===== src/rtl/seq_divider_pkg.sv =====
// Shared constants and state encoding for the sequential restoring divider.
package seq_divider_pkg;

  localparam int unsigned DEFAULT_WIDTH = 8;

  typedef enum logic [1:0] {
    IDLE = 2'd0,
    CALC = 2'd1,
    DONE = 2'd2
  } state_e;

endpackage : seq_divider_pkg


===== src/rtl/seq_divider_sub_borrow.sv =====
// Ripple-borrow subtractor: diff_o = a_i - b_i, borrow_o set when a_i < b_i.
module sub_borrow #(
  parameter int unsigned N = 9
) (
  input  logic [N-1:0] a_i,
  input  logic [N-1:0] b_i,
  output logic [N-1:0] diff_o,
  output logic         borrow_o
);

  logic [N:0] bchain;

  // Chain of full-subtractor cells, LSB first.
  always_comb begin
    bchain    = '0;
    diff_o    = '0;
    for (int i = 0; i < N; i++) begin
      diff_o[i]   = a_i[i] ^ b_i[i] ^ bchain[i];
      bchain[i+1] = (~a_i[i] & b_i[i]) | (~(a_i[i] ^ b_i[i]) & bchain[i]);
    end
    borrow_o = bchain[N];
  end

endmodule : sub_borrow


===== src/rtl/seq_divider.sv =====
// Multi-cycle unsigned restoring divider, one shift-subtract step per clock.
module seq_divider
  import seq_divider_pkg::*;
#(
  parameter int unsigned WIDTH = DEFAULT_WIDTH
) (
  input  logic             clk,
  input  logic             rst_n,
  input  logic             start,
  input  logic [WIDTH-1:0] dividend,
  input  logic [WIDTH-1:0] divisor,
  output logic             busy,
  output logic             done,
  output logic [WIDTH-1:0] quotient,
  output logic [WIDTH-1:0] remainder,
  output logic             div_by_zero
);

  localparam int unsigned CNT_W = $clog2(WIDTH + 1);
  localparam int unsigned RW    = WIDTH + 1;

  state_e           state_q, state_d;
  logic [RW-1:0]    r_q, r_d;
  logic [WIDTH-1:0] q_q, q_d;
  logic [WIDTH-1:0] d_q, d_d;
  logic [CNT_W-1:0] cnt_q, cnt_d;
  logic             busy_q, busy_d;
  logic             done_q, done_d;
  logic [WIDTH-1:0] quot_q, quot_d;
  logic [WIDTH-1:0] rem_q, rem_d;
  logic             dbz_q, dbz_d;

  logic [RW-1:0]    t_c;
  logic [RW-1:0]    diff_c;
  logic             borrow_c;

  // Partial remainder shifted left with the next dividend bit; R's MSB is always 0 between steps.
  assign t_c = RW'({r_q, q_q[WIDTH-1]});

  sub_borrow #(.N(RW)) u_sub (
    .a_i      (t_c),
    .b_i      ({1'b0, d_q}),
    .diff_o   (diff_c),
    .borrow_o (borrow_c)
  );

  // Next-state and datapath update.
  always_comb begin
    state_d = state_q;
    r_d     = r_q;
    q_d     = q_q;
    d_d     = d_q;
    cnt_d   = cnt_q;
    busy_d  = 1'b0;
    done_d  = 1'b0;
    quot_d  = quot_q;
    rem_d   = rem_q;
    dbz_d   = dbz_q;

    case (state_q)
      IDLE, DONE: begin
        state_d = IDLE;
        if (start) begin
          if (divisor != '0) begin
            r_d     = '0;
            q_d     = dividend;
            d_d     = divisor;
            cnt_d   = '0;
            dbz_d   = 1'b0;
            busy_d  = 1'b1;
            state_d = CALC;
          end else begin
            quot_d  = '1;
            rem_d   = dividend;
            dbz_d   = 1'b1;
            done_d  = 1'b1;
            state_d = DONE;
          end
        end
      end
      CALC: begin
        busy_d = 1'b1;
        r_d    = borrow_c ? t_c : diff_c;
        q_d    = {q_q[WIDTH-2:0], ~borrow_c};
        cnt_d  = cnt_q + CNT_W'(1);
        if (cnt_q == CNT_W'(WIDTH - 1)) begin
          busy_d  = 1'b0;
          done_d  = 1'b1;
          quot_d  = {q_q[WIDTH-2:0], ~borrow_c};
          rem_d   = r_d[WIDTH-1:0];
          state_d = DONE;
        end
      end
      default: state_d = IDLE;
    endcase
  end

  // State and result registers with asynchronous clear.
  always_ff @(posedge clk or negedge rst_n) begin
    if (!rst_n) begin
      state_q <= IDLE;
      r_q     <= '0;
      q_q     <= '0;
      d_q     <= '0;
      cnt_q   <= '0;
      busy_q  <= 1'b0;
      done_q  <= 1'b0;
      quot_q  <= '0;
      rem_q   <= '0;
      dbz_q   <= 1'b0;
    end else begin
      state_q <= state_d;
      r_q     <= r_d;
      q_q     <= q_d;
      d_q     <= d_d;
      cnt_q   <= cnt_d;
      busy_q  <= busy_d;
      done_q  <= done_d;
      quot_q  <= quot_d;
      rem_q   <= rem_d;
      dbz_q   <= dbz_d;
    end
  end

  assign busy        = busy_q;
  assign done        = done_q;
  assign quotient    = quot_q;
  assign remainder   = rem_q;
  assign div_by_zero = dbz_q;

endmodule : seq_divider

===== config.mk =====
export PLATFORM = sky130hd
export DESIGN_NAME = seq_divider
export DESIGN_NICKNAME = d
export VERILOG_FILES = /design/src/rtl/seq_divider_pkg.sv /design/src/rtl/seq_divider_sub_borrow.sv /design/src/rtl/seq_divider.sv
export SDC_FILE = /design/constraint.sdc
export NUM_CORES = 1
export LEC_CHECK = 0
export CAP_MARGIN = 20
export CORE_MARGIN = 8
export CORE_UTILIZATION = 48
export DETAILED_ROUTE_END_ITERATION = 16
export GPL_TIMING_DRIVEN = 0
export PLACE_DENSITY = 0.75
export SLEW_MARGIN = 15
export SYNTH_ARGS = -nofsm -noshare
export SYNTH_HDL_FRONTEND = slang
export SYNTH_HIERARCHICAL = 1
export SYNTH_SLANG_ARGS = --single-unit

===== constraint.sdc =====
create_clock -name clk -period 4.1 [get_ports clk]
set_clock_uncertainty 0.05 [all_clocks]
set_input_delay 1.025 -clock clk [delete_from_list [all_inputs] [get_ports clk]]
set_output_delay 1.025 -clock clk [all_outputs]
set_load 0.02 [all_outputs]

==> run metrics <==
outcome=finished, violations left; Mapped Cells=258; slowest stage cell, crit path=dfrtp_1; die area=0.00753 mm2; total track usage=15.7%; Die Span X=86.8 um; placed cells=363; Synth area leaders=dfrtp_1, nand2_1, fa_1; Max-Slew Margin vs Limit=46.8%; vias in the first global route=1,995; Hold Fails Final Rpt=0; data arrival time of the worst path=4.27 ns; share of cells above drive strength 1=15.3%; P per Cell Area=876 mW/mm2; Yosys top cell area share=51.0%; final period utilization=101%; Post-synth EDFFs=0; Final min period=4.13 ns; Crit path buffers/inverters=6; post-route ant nets=0; root buffer cell=clkbuf_8; CP startpoint kind=flop; Final setup viols=4; Num CTS Buffers=5; worst setup margin=-0.0317 ns; vias per cell=5.28; row cnt=25; Leak=1.41 nW; gpl congestion=0.821; cell chain of the critical path=inv_1 -> ha_2 -> inv_2 -> fa_2 -> inv_2 -> fa_2 -> fa_2 -> fa_2 -> fa_2 -> fa_2 -> fa_2 -> inv_2 -> fa_2 -> clkinvlp_4 -> buf_12 -> mux2i_2 -> nor2_2 -> a21oi_1 -> o21ai_1; CTS tree=yes; n_diodes=0; Max-Cap Viols=0; Starting Density=50.3%; area post-placement=0.00288 mm2; DRT Pass-1 Iters=4; Seq cells post-synth=49; Synth Flop Type=dfrtp_1; Clk Latency, worst-skew pair=0.31 ns; Yosys cell types=28; Mapped Area=0.00241 mm2; async set or reset register ratio after synthesis=100%; Iter 0 DRT Violations=132; Crit path top cell by count=fa_2; post-route cell area=0.00308 mm2; grt ovf=0; initial antenna violation count=0; fmax=0.242 GHz; Fill cells=416; Pwr Total=2.70 mW; pre-CTS setup slack=-0.296 ns; RSZ-0062 raised after global routing=yes; Layout area overhead=27.9%; Critical Path Fanout Max=5; setup TNS=-0.0732 ns; Core ar.=0.00479 mm2; WL/cell=15.0 um; failing checks=setup timing; Post-layout nets=336; Die Y=86.8 um; Max VDD drop=0.445 mV; CTS sink cnt=49; clock-pin slew on the worst setup and hold paths=0.10 ns; drt total wl=5630 um; Clock Tree Buf Depth=2; Worst Path Required=4.24 ns; Slew Limit Fails=0; H-tree depth reported by CTS=2; first-pass GRT wire length=9270 um; register area share after synthesis=51.0%; # port buffers=37; # DRC=0; Synth area leader=dfrtp_1; Setup Crit Path Kind=flop to flop; HP Class=flop to flop; CTS Hold Bufs=0; CP top delay family=adder cells; Finished Layout Cells=375; Synth Net Count=287; Slew @ Worst Pin=0.798 ns; via count=1,980; IO Count=38; Setup crit end kind=flop; Syn Area/Cell=9.33 um2; HPWL after DPL=4080 um; pin count of the biggest net entering global routing=27; Crit path largest cell delay=0.37 ns; Yosys Warn Count=6
## synth_stat cells, types with 2 or more instances
master	n
a21oi_1	17
a31o_2	7
a31oi_1	6
buf_2	3
clkbuf_1	8
dfrtp_1	49
fa_1	8
ha_1	2
inv_1	23
mux2i_1	8
nand2_1	46
nand2b_1	2
nand3_1	18
nor2_1	24
nor2b_1	2
nor3_1	6
nor4_1	2
o21ai_0	9
o21ai_1	8
or4_4	2
## cells in the final DEF (no fill, tap or decap), types with 2 or more instances in the layout
cell type,n
nor2_2,2
dfrtp_1,49
clkbuf_8,5
nand2b_1,2
nor2b_1,2
buf_4,4
nor3_1,6
inv_1,19
a21oi_1,16
clkinvlp_4,2
buf_12,2
or4_4,2
buf_2,3
clkdlybuf4s50_1,36
nand3_1,18
nor4_1,2
clkbuf_1,8
a31o_2,7
inv_2,3
nand2_1,46
nor2_1,22
a31oi_1,6
fa_2,8
o21ai_1,10
mux2i_1,7
o21ai_0,7
## worst min-delay path: cells and delay by family, from the launching register on
family        cells  cell delay [ns]
simple gates      2             0.10
flops             1             0.36
## metrics by stage
stage | hold slack [ns] | util (%)
final | 0.438 | 64.3
after global routing | 0.474 | 64.3
after CTS | 0.447 | 63.9
after detailed placement | 0.422 | 60.1
after global placement | 0.411 | 59.8
after floorplan | 0.392 | -
## routing by layer
layer	share of wire [%]	global-route usage [%]	vias to the layer above	routed length, um
met5	0	0	-	0
met4	2.5	7.20	0	140
met3	5.1	3.69	13	286
met2	51	26.9	53	2850
met1	42	18.1	959	2350
li1	-	-	955	-
## power breakdown
group | total [mW] | switching [mW] | internal, mW
combinational | 1.47 | 0.789 | 0.685
clock | 0.357 | 0.174 | 0.183
sequential | 0.866 | 0.153 | 0.713
## path summary, 6_finish.rpt
check,cells past startpoint,slack [ns],endpoint,startpoint
max,19,-0.03,remainder[2],q_q[7]
max in group asynchronous,2,2.78,r_q[1],rst_n
max reg2reg,19,-0.03,remainder[2],q_q[7]
min reg2reg,2,0.44,div_by_zero,div_by_zero
min in group asynchronous,1,0.67,quotient[7],rst_n
min,2,0.44,div_by_zero,div_by_zero
## kinds of logic after synthesis
group	synth area share [%]
buf+inv	5.93
flops	51.0
simple gates	19.4
other cells	0.156
mux	3.33
fa+ha+maj	7.70
compound gates	12.5
## flip-flops by register name, summed over array words and instances, names as in the netlist
| signal | flops |
|---|---|
| state_q | 2 |
| div_by_zero | 1 |
| cnt_q | 4 |
| r_q | 8 |
| busy | 1 |
| remainder | 8 |
| done | 1 |
| d_q | 8 |
| q_q | 8 |
| quotient | 8 |
## what timing repair did
item | CTS | global route
setup buffers | 4 | 1
setup endpoints to repair | 17 | 17
gates cloned | 0 | 0
pin swaps | 3 | 3
gates resized for setup | 15 | 7
## area by class of cell
| class | count | area, um2 | area share (%) |
|---|---|---|---|
| Sequential cell | 49 | 1230 | 39.8 |
| Multi-Input combinational cell | 173 | 1070 | 34.8 |
| Timing Repair Buffer | 43 | 439 | 14.3 |
| Inverter | 23 | 90.1 | 2.93 |
| Tap cell | 67 | 83.8 | 2.72 |
| Clock buffer | 5 | 68.8 | 2.24 |
| Buffer | 12 | 51.3 | 1.67 |
| Clock inverter | 3 | 46.3 | 1.50 |
(Power assumes the default switching activity.)
==> patch 1 (config.mk and constraints unchanged) <==
The package constant `DEFAULT_WIDTH` goes from 8 to 4.
--- a/src/rtl/seq_divider_pkg.sv
+++ b/src/rtl/seq_divider_pkg.sv
@@ -3,3 +3,3 @@
 
-  localparam int unsigned DEFAULT_WIDTH = 8;
+  localparam int unsigned DEFAULT_WIDTH = 4;
 
Interface: changed (resized dividend, divisor, quotient and remainder); port bits go from 38 to 22. No check against the original RTL was run, so the function may have changed too.
==> patch 1 against the unedited design <==
Wire length down 47%. Total power down 52%. Die area down 36%. Maximum frequency up 34%. Area after synthesis down 43%. Clock power down 63%. Setup slack better by 1100 ps. Sequential cell count down 21. Cell area down 46%. Largest cell class unchanged. Largest power group unchanged. Highest routed layer unchanged.
==> patch 1: results (changes against the unedited design) <==
Worst setup path
  – FF-to-FF setup slack: 1020 ps (+1060 ps)
  – R2R depth: 14 (-5)
  – Crit path largest cell delay: 420 ps (+50 ps)
  – RR Endpoint: remainder[3]
  – CP Max Fanout: 6 (+1)
  – Worst path arrival time: 3240 ps (-1030 ps)
  – Worst R2R Start: q_q[3]

Global route
  – Vias in the first global route: 1186 (-41%)
  – GRT Util Overall: 13.4% (-2.3 points)
  – First-pass GRT wire length: 5490 um (-41%)
  – Largest net degree at the start of global routing: 29 (+7.4%)

Place
  – Final Wtd Congestion: 0.813 (-1.0%)
  – DP HPWL: 2290 um (-44%)
  – PortBufs: 21 (-43%)

Min path
  – Beginning of the worst hold path: d_q[1]
  – Cells on Worst Hold Path: 1 (-1)
  – Worst Hold End: d_q[1]

CTS
  – Resize count post-CTS: 0 (-15)
  – CTS buffer count: 3 (-2)
  – Clk Latency, worst-skew pair: 320 ps
  – Root buf cell: clkbuf_4
  – H-tree depth: 1 (-1)
  – Post-CTS setup buffers: 0 (-4)
  – Clock-pin slew on the worst setup and hold paths: 150 ps (+50 ps)

Synth
  – Commonest cells post-synth: dfrtp_1, inv_1, nand2_1, nor2_1
  – Cell variety after synth: 30 (+7.1%)
  – XOR/XNOR share of the synthesized area: 0% (unchanged)
  – Share of async-settable or async-resettable flops after synthesis: 100% (unchanged)
  – Post-Synth Adder-Cell Area: 8.56% (+0.86 points)
  – Ranking of synthesized cells by area: dfrtp_1, fa_1, inv_1, nand2_1, nor2_1
  – Synthesized Nets: 150 (-48%)
  – Yosys warnings: 6 (unchanged)
  – Register area share after synthesis: 51.0% (about the same)
  – Post-synthesis mux area share: 4.01% (+0.68 points)
  – Complex-gate fraction of the synthesized area: 13.4% (+0.91 points)

Layout
  – Fillers: 243 (-42%)
  – Nets@finish: 176 (-48%)
  – Share of post-route cells with drive strength above 1: 7.01% (-8.3 points)

Route
  – Final wirelength: 3000 um (-47%)
  – Drt via density: 5.43 (+2.9%)
  – Starting DRT DRC Count: 27 (-80%)

Timing
  – # setup viols final: 0 (-4)
  – Final hold vios: 0 (unchanged)
  – Slew @ Worst Pin: 613 ps (-185 ps)
  – Hold Slack: 472 ps (+33.1 ps)

Run status
  – Status: finished clean

Power
  – Pleak: 0.760 nW (-46%)
  – Sequential power: 0.000490 W (-43%)
  – Comb pwr: 0.000673 W (-54%)
  – Peak VDD IR: 496 uV (+11%)
  – Power Internal: 0.000759 W (-52%)
==> patch 1: cell count changes after synthesis, sizes merged, moves of 8 or more <==
cell and delta:
nand3 -14, a21oi -14, o21ai -14, inv -8, nor2 -9, dfrtp -21, nand2 -30
==> patch 1: through the flow <==
| step | cells | area [um2] | total power [W] | setup slack (ps) |
|---|---|---|---|---|
| 6_report | 188 | 1650 | 0.00129 | 1020 |
| 5_1_grt | 188 | 1650 | 0.00142 | 794 |
| 4_1_cts | 188 | 1650 | 0.00131 | 1020 |
| 3_5_place_dp | 184 | 1620 | 0.00117 | 1050 |
| 3_3_place_gp | 184 | 1620 | 0.00114 | 1080 |
| 2_1_floorplan | 132 | 1370 | 0.000941 | 1380 |
==> patch 1: routing by layer <==
metal  GRT usage, %  routed length [um]  up-vias
li1               -                   -      493
met1           15.8                1320      504
met2           23.1                1510       20
met3           3.00                 135        4
met4           5.24                  35        0
met5              0                   0        -
==> patch 1: final cells by class <==
type                       instances  area share (%)
sequential                        28            42.4
multi-input combinational         82            35.2
timing repair buffer              21            12.4
inverter                          15            3.40
tap                               31            2.34
clock buffer                       4            2.19
buffer                             7            2.12
==> patch 1: logic make-up after synthesis <==
kind of cell	count (synthesis)
simple gates	43
flops	28
compound gates	26
buf+inv	22
fa+ha+maj	7
mux	5
other cells	1
==> patch 1: worst max-delay path by stage <==
stage                       from      endpoint  slack, ps  depth (start not counted)
after floorplan           q_q[3]  remainder[0]       1380                         14
after global placement    q_q[3]  remainder[3]       1080                         14
after detailed placement  q_q[3]  remainder[3]       1050                         14
after CTS                 q_q[3]  remainder[3]       1020                         14
after global routing      q_q[3]  remainder[1]        790                         14
final                     q_q[3]  remainder[3]       1020                         14
==> patch 2 (config.mk and constraints unchanged) <==
Made on the original files. Encoding of `state_e`: now one-hot (3 bits for 3 states).
--- a/src/rtl/seq_divider_pkg.sv
+++ b/src/rtl/seq_divider_pkg.sv
@@ -5,6 +5,6 @@
 
-  typedef enum logic [1:0] {
-    IDLE = 2'd0,
-    CALC = 2'd1,
-    DONE = 2'd2
+  typedef enum logic [2:0] {
+    IDLE = 3'b001,
+    CALC = 3'b010,
+    DONE = 3'b100
   } state_e;
Formal check against the unedited RTL: same outputs for any inputs over 4 cycles, from zero or initial values and one cycle with rst_n low; so few cycles prove little.
==> patch 2 against the unedited design <==
Area after synthesis grew 4.0%. Sequential share of layout area shrank 0.51 points. Wire length shrank 7.4%. Die area grew 3.3%. Cell area grew 3.5%. First-iteration DRC count shrank 51%. Synthesized cell count shrank 17%. Utilization shrank 1.6 points. Setup slack gained 74 ps. Sequential cell count grew 1. Critical path type unchanged. Largest cell class unchanged.
Power is not compared: it rests on default switching activity, and its combinational part moved more than twofold at a synthesized area within 25%.
==> patch 2: results (changes against the unedited design) <==
Global route
  – Largest net degree at the start of global routing: 27 (unchanged)
  – Vias in the first global route: 1666 (-16%)
  – GRT Util Overall: 14.3% (-1.4 points)
  – First-pass GRT wire length: 8500 um (-8.3%)
  – Initial antenna violation count: 0 (unchanged)

Power
  – Final Power: 0.00167 W
  – Clk pwr share: 17.7%
  – Peak VDD IR: roughly 300 uV
  – Switching Share: 36.7%
  – Pleak: 1.45 nW

Worst setup path
  – Worst path arrival time: 4210 ps (-60 ps)
  – Crit path largest cell delay: 380 ps
  – CP Max Fanout: 5 (unchanged)
  – Critical Path Slowest Stage Cell: dfrtp_1

Layout
  – N_diodes: 0 (unchanged)
  – Fillers: 430 (+3.4%)
  – Share of post-route cells with drive strength above 1: 25.7% (+10 points)
  – Nets@finish: 289 (-14%)

Place
  – PortBufs: 37 (unchanged)
  – DP HPWL: 3820 um (-6.4%)
  – Cell Area, Placed: 2980 um2 (+3.5%)
  – Final Wtd Congestion: 0.791 (-3.7%)
  – Worst slack at placement: -329 ps (-32.6 ps)

Run status
  – Status: finished clean

Synth
  – XOR/XNOR share of the synthesized area: 1.00% (+1.0 points)
  – Complex-gate fraction of the synthesized area: 11.5% (-0.98 points)
  – Register area share after synthesis: 50.1% (-0.91 points)
  – Ranking of synthesized cells by area: dfrtp_1, fa_1, mux2i_1, inv_1, mux2_2
  – Share of async-settable or async-resettable flops after synthesis: 100% (unchanged)
  – Post-synthesis mux area share: 14.1% (+11 points)
  – Post-Synth Adder-Cell Area: 7.40% (-0.30 points)
  – Main combinational cell family by area after synthesis: multiplexers
  – Synthesized Nets: 242 (-16%)
  – Cell variety after synth: 36 (+29%)
  – Yosys warnings: 6 (unchanged)
  – Commonest cells post-synth: dfrtp_1, inv_1, nand2_1, mux2i_1, nor2_1

CTS
  – CTS Hold Bufs: 0 (unchanged)
  – Clock-pin slew on the worst setup and hold paths: 100 ps (about the same)
  – Root buf cell: clkbuf_8
  – CTS max path bufs: 2 (unchanged)
  – Post-CTS setup buffers: 1 (-3)
  – CTS buffer count: 5 (unchanged)
  – H-tree depth: 2 (unchanged)
  – Clk Latency, worst-skew pair: 310 ps (about the same)
  – Resize count post-CTS: 13 (-2)

Min path
  – Hold Path Class: reg -> reg

Timing
  – Max_slew headroom: 58.4% (+12 points)
  – Hold Slack: 448 ps (+9.21 ps)
  – PnR worst setup slack: 42.6 ps (+74.3 ps)

Route
  – Vias: 1634 (-17%)
  – Starting DRT DRC Count: 65 (-51%)
  – Routed len/inst: 15.7 um (+4.9%)
  – Pre-Repair DR Iteration Count: 4 (unchanged)
==> patch 2: cell count changes in the layout (fill, tap and decap cells not counted), sizes merged, moves of 7 or more <==
cell   unedited run  this run
a21o              0         8
a21oi            18         8
a31o              7         0
inv              22        29
mux2              0        17
mux2i             8        16
nand2            46        24
nand3            18         2
nor2             24        12
o21ai            18         1
o22a              0         7
==> patch 2: worst paths after layout <==
path / from / endpoint / cells after the start
hold / removal: quotient[4] / quotient[4] / 1
min in group asynchronous: rst_n / q_q[1] / 1
hold reg to reg: quotient[4] / quotient[4] / 1
setup reg to reg: q_q[7] / remainder[5] / 19
max in group asynchronous: rst_n / r_q[5] / 2
setup / recovery: q_q[7] / remainder[5] / 19
==> patch 2: layer usage <==
| metal | part of all wire, % | up-vias | track usage [%] |
|---|---|---|---|
| met3 | 4.1 | 4 | 2.72 |
| li1 | - | 797 | - |
| met2 | 46 | 27 | 22.2 |
| met4 | 1.4 | 0 | 5.99 |
| met1 | 48 | 806 | 19.0 |
| met5 | 0 | - | 0 |
==> patch 2: layout make-up <==
| type | instances | area share [%] |
|---|---|---|
| multi-input cells | 125 | 36.8 |
| clock inverters | 3 | 0.668 |
| flip-flops and latches | 50 | 39.3 |
| inverters | 29 | 3.42 |
| well taps | 70 | 2.75 |
| repair buffers | 40 | 13.1 |
| clock buffers | 5 | 2.16 |
| plain buffers | 9 | 1.77 |
==> patch 2: worst max-delay path, delay by kind of cell, from the launching register on <==
kind                       cells  cell delay (ps)
adders and majority gates      9             2600
buffers and inverters          6              410
DFF                            1              380
muxes                          2              260
AOI/OAI and AO/OA              1              140
and+or+nand+nor                1               80
==> patch 2: through the flow <==
stage	utilization, %	instances
6_report	62.7	331
5_1_grt	62.7	331
4_1_cts	61.3	330
3_5_place_dp	58.7	321
3_3_place_gp	58.4	320
2_1_floorplan	-	213
